<file path="config.mk">
export PLATFORM = sky130hd
export DESIGN_NAME = seven_seg_scan_ctrl
export DESIGN_NICKNAME = d
export VERILOG_FILES = /design/src/rtl/seven_seg_scan_ctrl.sv
export SDC_FILE = /design/constraint.sdc
export NUM_CORES = 1
export LEC_CHECK = 0
export CAP_MARGIN = 20
export CORE_UTILIZATION = 59
export DETAILED_ROUTE_END_ITERATION = 8
export GPL_TIMING_DRIVEN = 0
export HOLD_SLACK_MARGIN = 0.02
export PLACE_DENSITY = 0.91
export SYNTH_ARGS = -nofsm -noshare
export SYNTH_HDL_FRONTEND = slang
export SYNTH_SLANG_ARGS = --single-unit
</file>
<file path="constraint.sdc">
create_clock -name i_clk -period 2.74 [get_ports i_clk]
set_clock_uncertainty 0.2 [all_clocks]
set_input_delay 0.411 -clock i_clk [delete_from_list [all_inputs] [get_ports i_clk]]
set_output_delay 0.411 -clock i_clk [all_outputs]
set_load 0.02 [all_outputs]
</file>
<file path="src/rtl/seven_seg_scan_ctrl.sv">
// Time-multiplexed 7-segment scan controller: one nibble and one
// active-low anode per slot, guard gaps, frame-aligned score commits.
module seven_seg_scan_ctrl #(
  parameter int NUM_DIGITS   = 4,
  parameter int DATA_WIDTH1  = 4,
  parameter int REFRESH_DIV  = 50000,
  parameter int GUARD_CYCLES = 8
) (
  input  logic                              i_clk,
  input  logic                              i_rst,
  input  logic                              i_load,
  input  logic [NUM_DIGITS*DATA_WIDTH1-1:0] i_value,
  input  logic                              i_blank_lz,
  output logic [DATA_WIDTH1-1:0]            o_hex,
  output logic [NUM_DIGITS-1:0]             o_anode,
  output logic                              o_load_pend,
  output logic                              o_load_ack,
  output logic                              o_frame_done
);

  localparam int VW   = NUM_DIGITS * DATA_WIDTH1;
  localparam int CMAX = (REFRESH_DIV > GUARD_CYCLES) ?
                        REFRESH_DIV : GUARD_CYCLES;
  localparam int CW   = $clog2(CMAX);
  localparam int IW   = $clog2(NUM_DIGITS);

  localparam logic [CW-1:0] REF_LAST = CW'(REFRESH_DIV - 1);
  localparam logic [CW-1:0] GRD_LAST = CW'(GUARD_CYCLES - 1);
  localparam logic [IW-1:0] IDX_LAST = IW'(NUM_DIGITS - 1);

  typedef enum logic {
    S_SCAN,
    S_GUARD
  } state_t;

  state_t state, state_n;

  logic [CW-1:0]          cnt, cnt_n;
  logic [IW-1:0]          idx, idx_n;
  logic                   wrap;
  logic                   boundary;
  logic [VW-1:0]          disp, disp_n;
  logic [VW-1:0]          pend_val;
  logic [NUM_DIGITS-1:0]  nz;
  logic [DATA_WIDTH1-1:0] hex_n;
  logic [NUM_DIGITS-1:0]  anode_n;

  always_ff @(posedge i_clk) begin
    if (i_rst) begin
      state    <= S_SCAN;
      cnt      <= '0;
      idx      <= '0;
      boundary <= 1'b0;
    end else begin
      state    <= state_n;
      cnt      <= cnt_n;
      idx      <= idx_n;
      boundary <= wrap;
    end
  end

  always_comb begin
    state_n = state;
    cnt_n   = cnt + 1'b1;
    idx_n   = idx;
    wrap    = 1'b0;
    unique case (state)
      S_SCAN: begin
        if (cnt == REF_LAST) begin
          state_n = S_GUARD;
          cnt_n   = '0;
          idx_n   = (idx == IDX_LAST) ? '0 : idx + 1'b1;
        end
      end
      S_GUARD: begin
        if (cnt == GRD_LAST) begin
          state_n = S_SCAN;
          cnt_n   = '0;
          wrap    = (idx == '0);
        end
      end
    endcase
  end

  // Outputs lag the state by one cycle; hex uses the post-commit score
  // so the first digit of a new frame already shows the new value.
  always_comb begin
    disp_n = (boundary && o_load_pend) ? pend_val : disp;
    nz     = '0;
    hex_n  = '0;
    for (int k = 0; k < NUM_DIGITS; k++) begin
      nz[k] = |(disp_n >> (k * DATA_WIDTH1));
      if (idx == IW'(k)) hex_n = disp_n[k*DATA_WIDTH1 +: DATA_WIDTH1];
    end
    anode_n = '1;
    if (state == S_SCAN &&
        (!i_blank_lz || nz[idx] || idx == '0))
      anode_n[idx] = 1'b0;
  end

  always_ff @(posedge i_clk) begin
    if (i_rst) begin
      o_anode      <= '1;
      o_hex        <= '0;
      o_load_pend  <= 1'b0;
      o_load_ack   <= 1'b0;
      o_frame_done <= 1'b0;
      disp         <= '0;
      pend_val     <= '0;
    end else begin
      o_anode      <= anode_n;
      o_hex        <= hex_n;
      o_frame_done <= boundary;
      o_load_ack   <= boundary & o_load_pend;
      o_load_pend  <= i_load | (o_load_pend & ~boundary);
      disp         <= disp_n;
      if (i_load) pend_val <= i_value;
    end
  end

endmodule

</file>
# Word-level counts from Yosys, hierarchy flattened
# Cells that the tools add are included.
# word_totals
ff_bits,63
in_bits,20
output_inout_bits,11
# classes
n_addsub,2
order_cmp,2
n_eq_ne,5
n_mux,16
bitwise_logic,8
reduce_logical,14
# op_table
op,n
2-to-1 mux 16 bit,3
one-hot mux 16 bit (2 select lines),1
adder 16 x 1 -> 16 bit (second input constant),1
equality test 16 bit (second input constant),1
equality test 16 x 3 -> 1 bit (second input constant),1
2-to-1 mux 4 bit,4
OR reduction 16 bit,1
OR reduction 12 bit,1
OR reduction 8 bit,1
equality test 2 bit (second input constant),2
2-to-1 mux 1 bit,4
inverter 1 bit,4
inverter 4 bit,1
OR reduction 4 bit,1
logical AND 1 bit,3
less-than comparator 2 x 3 -> 1 bit (second input constant),1
OR reduction 3 bit,1
adder 2 x 1 -> 2 bit (second input constant),1
bitwise AND 1 bit,2
binary-select mux 1 bit (select 2 bit),1
demux 1 bit (select 2 bit),1
equality test 2 x 1 -> 1 bit (second input constant),1
greater-or-equal comparator 2 x 1 -> 1 bit (second input constant),1
zero test 2 bit,1
other kinds (7),8

# Depth between registers and ports, before layout
# depth
depth_word,10
ltp_mapped,6

# Worst setup path after synthesis
# No wires, ideal clock.
# synth_path
kind,register to register
startpoint,register cnt[0]
endpoint,register cnt[3]
setup_ns,0.064
t_arrival_ns,1.545
t_required_ns,2.476
path_slack_ns,0.930
stages_incl_launch_ff,7
path_buffers,1
period_less_slack_ns,1.810
path_cell_list,dfxtp_1 > ha_1 > nor4bb_1 > and4_1 > a221o_2 > buf_6 > nor2_1
# synth_via
elab_chain_len,3
word_cells_on_any_way,6
cone_classes,1 x add/sub; 2 x eq/ne; 3 x mux
# synth_lines
element,line_no,text
"start, declared",38,"logic [CW-1:0] cnt, cnt_n;"
"start signal, assigned",56,cnt <= cnt_n;
"adder 16 x 1 -> 16 bit, or another cell as far along",64,cnt_n = cnt + 1'b1;
2-to-1 mux 16 bit (on tied branches),"76, 69",
one-hot mux 16 bit (2 select lines) *,67,unique case (state)
# Mark *: on every way between the ends. The rest lies on a longest branch, timed or not.
# A chain may end at the register's enable or synchronous reset.

# Worst setup path after layout
# layout_path
startpoint,register cnt[0]
endpoint,register cnt[5]
# The elaborated chain is that of the path after synthesis.

==> metrics.md <==
| Metric | Value |
|---|---|
| Wire per inst | about 16 microns |
| Starting density of the core | 61.0% |
| Worst R2R Path Depth | 6 |
| Routed WL | approximately 5700 microns |
| CTS tree | built |
| Clk slew on worst S/H paths | approximately 0.060 ns |
| Final ANT Viol Nets | 0 |
| Final Max Tran Viols | 0 |
| Post-layout min period | 2.09 ns |
| Post-synth EDFFs | 0 |
| Worst Setup Start Kind | register |
| Layout cells sized above 1 | about a tenth |
| Max rail drop VDD | roughly 330 uV |
| Async set or reset register ratio after synthesis | 0% |
| Vias in the first global route | between 2000 and 2500 |
| Worst min path class | reg2reg |
| Post-DP HPWL | 4060 microns |
| Die Footprint | approximately 4800 sq um |
| First-pass GRT wire length | approximately 9400 microns |
| Slew HR | between 60% and 70% |
| Count of clock tree sinks | 63 |
| Most frequent cells after synthesis | dfxtp_1, nor2_1, mux2i_1 |
| Reg2reg end | cnt[5] |
| DRC violations left | 0 |
| PwrDens | between 500 and 600 nW/um^2 |
| CTS Buf Count | 9 |
| Seq/Total Area, Yosys | approximately 48% |
| Syn_area_per_cell | ~9.8 sq um |
| CP Class | reg2reg |
| Ys flop type | dfxtp_1 |
| Placed cell area | around 3000 sq um |
| Data arrival, critical path | between 2 and 2.5 ns |
| Initial antenna violation count | 0 |
| Via density | 5.84 |
| 1st-pass router iterations | 4 |
| Data required, critical path | 2.77 ns |
| Fin area | between 3000 and 4000 sq um |
| Die Ht | 69.1 microns |
| Final Cycle Share | 76.1% |
| Grt total ovfl | 0 |
| Largest net degree at the start of global routing | 11 |
| Critical path startpoint | cnt[0] |
| DR vias | 2138 |
| # diodes | 0 |
| H-Tree Depth | 3 |
| Post-cts repair resize count | 0 |
| Post-CTS Hold Fix Bufs | 0 |
| Area leader, netlist | dfxtp_1 |
| Number of DRC markers in iteration 0 | 121 |
| Crit path max fanout | 10 |
| Slew @ Worst Pin | 0.502 ns |
| Status | finished, final reports clean |
| Post-Syn Nets | 295 |
| Root Driver | clkbuf_8 |
| CP endpoint | cnt[5] |
| Setup TNS | 0 ns |
| Clk_lat worst skew | approximately 0.35 ns |
| PortBufs | 28 |
| RSZ-0062 raised after global routing | no |
| Synth warn | 0 |
| Top-count cell post-synth | dfxtp_1 |
| Final setup viols | 0 |
| Clock tree buffer depth | 2 |
| Yosys reg bits | 63 |
| Yosys cell types | 47 |
| Max Clk Rate | 479 MHz |
| Critical Path End Type | register |
| Mapped cell area | between 2000 and 3000 sq um |
| Reg2reg start | cnt[0] |
| Core ar. | between 4000 and 5000 sq um |
| Row count | 24 |
| Nets | 334 |
| Reg-to-reg slack, setup | between 0.6 and 0.7 ns |
| Placer Congestion | roughly 0.90 |
| Syn Inst Count | 270 |
| Total GRT Usage | roughly 25% |
| Final Hold Violating Endpoints | 0 |
| Max-Cap Viols | 0 |
| Ports | 31 |
| Setup bufs post-CTS | 0 |
| Synth area leaders | dfxtp_1, mux2i_1, nor2_1 |
| Leakage | between 0.001 and 0.0015 uW |
| Share of the synthesized area in the top cell type | between 40% and 50% |
| Cell count after placement | 350 |
| Post-Layout Cell Count | 366 |
| P&R area growth vs syn | 19.6% |
| Die Wd | a little under 70 microns |
area by class of cell:
cell class / count / area [sq um]
clock buffers: 12 / 155
repair buffers: 28 / 280
plain buffers: 11 / 60.1
fillers: 308 / 1180
well taps: 52 / 65.1
inverters: 9 / 33.8
clock inverters: 4 / 20.0
flip-flops and latches: 63 / 1260
multi-input cells: 187 / 1300
where the power goes:
group | total, uW | internal, uW | switching [uW]
clock network | 711 | 371 | 340
registers | 952 | 936 | 16.4
logic | 95.9 | 51.2 | 44.7
worst max-delay path: stages, from the launching register on:
cell      delay, ns
dfxtp_1        0.36
ha_1           0.24
nor4bb_1       0.39
and4_1         0.30
a221o_2        0.26
buf_6          0.17
nor2_1         0.06
registers in the layout (all words and copies together), names as in the netlist:
name / cells
cnt: 16
disp: 16
pend_val: 16
o_anode: 4
o_hex: 4
idx: 2
boundary: 1
o_frame_done: 1
o_load_ack: 1
o_load_pend: 1
state: 1
metal layers:
metal	global-route usage [%]	vias up	wire, microns
met5	0	-	0
met4	17.0	0	125
met3	4.68	11	345
met2	39.7	84	2760
met1	30.9	998	2460
li1	-	1045	-
worst min path at each step:
| stage | from | end | slack [ns] | cells after the start |
|---|---|---|---|---|
| after detailed placement | cnt[0] | cnt[0] | 0.24 | 1 |
| after global placement | cnt[0] | cnt[0] | 0.23 | 1 |
| after floorplan | cnt[0] | cnt[0] | 0.22 | 1 |
| final | cnt[0] | cnt[0] | 0.25 | 1 |
| after CTS | i_rst | o_frame_done | 0.24 | 2 |
| after global routing | i_rst | o_frame_done | 0.27 | 2 |
cell usage in the layout, fill, tap and decap left out, drive strengths merged, types with 2 or more instances in the layout:
cell / n
a211oi: 2
inv: 9
xnor2: 10
nand3: 6
nand2: 10
nand4: 5
nor3: 5
ha: 5
xor2: 2
o31ai: 2
a221oi: 2
clkinv: 4
clkdlybuf4s50: 28
a22o: 2
mux2i: 26
dfxtp: 63
a21oi: 9
a221o: 3
o211ai: 3
and4: 2
nor2b: 7
mux2: 6
and2: 3
clkbuf: 17
nor4: 10
buf: 6
nor3b: 2
o21ai: 2
nor2: 48
and4b: 2
per-stage QoR:
step                util (%)  hold WS, ns  total power (uW)  setup WS, ns
floorplan                  -        0.218              1020         0.930
global placement        68.9        0.229              1060         0.772
detailed placement      68.9        0.245              1070         0.691
CTS                     72.9        0.237              1770         0.666
global route            72.9        0.271              1810         0.582
finish                  72.9        0.255              1760         0.654
kinds of logic (layout without fill, tap and decap cells):
kind of cell / count (synthesis) / after routing / share of synthesized area (%)
AND/OR/NAND/NOR: 106 / 106 / 20.7
adder cells (fa/ha/maj): 5 / 5 / 2.36
flip-flops: 63 / 63 / 47.5
AO/OA/AOI/OAI: 32 / 32 / 9.61
buffers and inverters: 20 / 64 / 3.53
multiplexers: 32 / 32 / 12.3
XOR/XNOR: 12 / 12 / 3.96
No activity file was read; power rests on OpenSTA's default activity.
==> edit, RTL diff (same settings) <==
`DATA_WIDTH1`: 4 -> 6.
--- a/src/rtl/seven_seg_scan_ctrl.sv
+++ b/src/rtl/seven_seg_scan_ctrl.sv
@@ -4,3 +4,3 @@
   parameter int NUM_DIGITS   = 4,
-  parameter int DATA_WIDTH1  = 4,
+  parameter int DATA_WIDTH1  = 6,
   parameter int REFRESH_DIV  = 50000,
Ports: changed (resized i_value and o_hex); port bits go from 31 to 41. The function was not compared with the original's and may differ.
==> edit against the original RTL <==
- synthesized area up 25%
- critical path type unchanged
- highest routed layer unchanged
- sequential cell count up 18
- sequential power up 29%
- global-route usage up 2.3 points
- largest cell class is now registers
- cell area up 26%
- setup slack worse by 0.41 ns
- routed wire length up 31%
- total power up 31%
- hold slack worse by 0.042 ns
==> edit: results (changes against the original RTL) <==
CP max FO: 9 (-1)
First-pass GRT wire length: 12.54 mm (+34%)
Final HPWL DP: 5.307 mm (+31%)
Rel. slew slack: 0.6450 (-0.02026)
Post-synth EDFFs: 0 (unchanged)
Commonest cells post-synth: dfxtp_1, nor2_1, mux2i_1
Initial DRC count: 160 (+32%)
CP arrival: 2.59 ns (+0.48 ns)
Largest regs: disp x24, pend_val x24, cnt x16
Hold WC Path Type: input pin to flop
GRT Overall Usage: 0.2739 (+0.02308)
Sequential area share after synthesis: 0.4887 (+0.01366)
Delay-heaviest family, CP: compound AO/OA/AOI/OAI gates
DR pass1 iterations: 5 (+1)
CTS buffer count: 9 (unchanged)
Share of layout cells above drive strength 1: 0.08333 (-0.02176)
Outcome: finished clean
Largest net degree at the start of global routing: 14 (+3)
Synth cell types: 42 (-11%)
Vias in the first global route: 2,657 (+31%)
Syn Nets: 375 (+27%)
ANT cells: 0 (unchanged)
Fillcell total: 380 (+23%)
Root buf cell: clkbuf_8
Slowest stage delay, CP: 0.49 ns (+0.10 ns)
GPL Wtd Cong: 0.9646 (+7.0%)
Net count, final: 424 (+27%)
WL final: 7.471 mm (+31%)
Max VDD drop: 0.4002 mV (+20%)
Reg clk slew, reported paths: 0.08 ns (+0.02 ns)
Crit-path slowest cell: dfxtp_1
Leakage: 1.680 nW (+30%)
Post-DR vias/cell: 5.727 (-2.0%)
Top post-synthesis cells by area: dfxtp_1, mux2i_1, nor2_1
Port bufs: 38 (+36%)
edit: cell count changes after synthesis, moves of 5 or more:
cell and delta:
nand2_1 +12, a211oi_1 +5, mux2i_1 +12, dfxtp_1 +18
a21oi_1 -5, nor2_1 +20, xor2_1 +6, clkbuf_1 +6
a221o_1 +5
edit: worst reg2reg max path, stage by stage (launching register included):
cell,delay [ns]
dfxtp_1,0.49
inv_1,0.11
ha_1,0.30
nor4b_1,0.35
o311ai_0,0.20
a221o_1,0.34
a221o_1,0.34
nand2_1,0.10
edit: power by group:
part | total (mW) | internal, mW | leakage, nW | switching [mW]
clock network | 0.952 | 0.537 | 0.113 | 0.415
logic | 0.131 | 0.0705 | 0.908 | 0.0603
registers | 1.23 | 1.20 | 0.659 | 0.0243
total | 2.31 | 1.81 | 1.68 | 0.500
edit: through the flow:
| step | cell area (um^2) | util | cells | hold WS [ns] | worst slack, ns |
|---|---|---|---|---|---|
| final | 4006 | 0.7602 | 466 | 0.2127 | 0.2400 |
| after global routing | 4006 | 0.7602 | 466 | 0.2960 | 0.08224 |
| after CTS | 4006 | 0.7602 | 466 | 0.2156 | 0.2720 |
| after detailed placement | 3786 | 0.7184 | 450 | 0.2706 | 0.2915 |
| after global placement | 3786 | 0.7184 | 450 | 0.2401 | 0.3753 |
| after floorplan | 3318 | - | 342 | 0.2294 | 0.6328 |
edit: worst paths after layout:
path	from	endpoint	slack, ns	depth (start not counted)
hold / removal	i_rst	o_frame_done	0.21	2
setup / recovery	idx[0]	o_anode[1]	0.24	7
hold reg to reg	cnt[0]	cnt[0]	0.28	1
setup reg to reg	idx[0]	o_anode[1]	0.24	7
edit: metal layers:
metal / routed length (um) / global-route usage / part of all wire / vias to the layer above
met5: 0 / 0 / 0 / -
met4: 185 / 0.1038 / 0.025 / 0
met3: 434 / 0.09167 / 0.058 / 21
met2: 3737 / 0.4795 / 0.50 / 94
met1: 3115 / 0.3062 / 0.42 / 1259
li1: - / - / - / 1295
edit: kinds of logic after synthesis:
logic type | count (synthesis) | share of synthesized area
adder cells (fa/ha/maj) | 5 | 0.01885
XOR/XNOR | 14 | 0.03695
multiplexers | 48 | 0.1486
buffers and inverters | 26 | 0.03733
AO/OA/AOI/OAI | 30 | 0.06863
AND/OR/NAND/NOR | 138 | 0.2010
flip-flops | 81 | 0.4887
edit: cell type report:
type                       instances  area (um^2)  share of cell area
sequential                        81         1622              0.4047
inverter                           8        30.03            0.007495
buffer                            18        93.84             0.02342
clock inverter                     5        78.83             0.01968
tap                               70        87.58             0.02186
timing repair buffer              38        380.4             0.09494
clock buffer                      11        141.4             0.03529
multi-input combinational        235         1573              0.3926
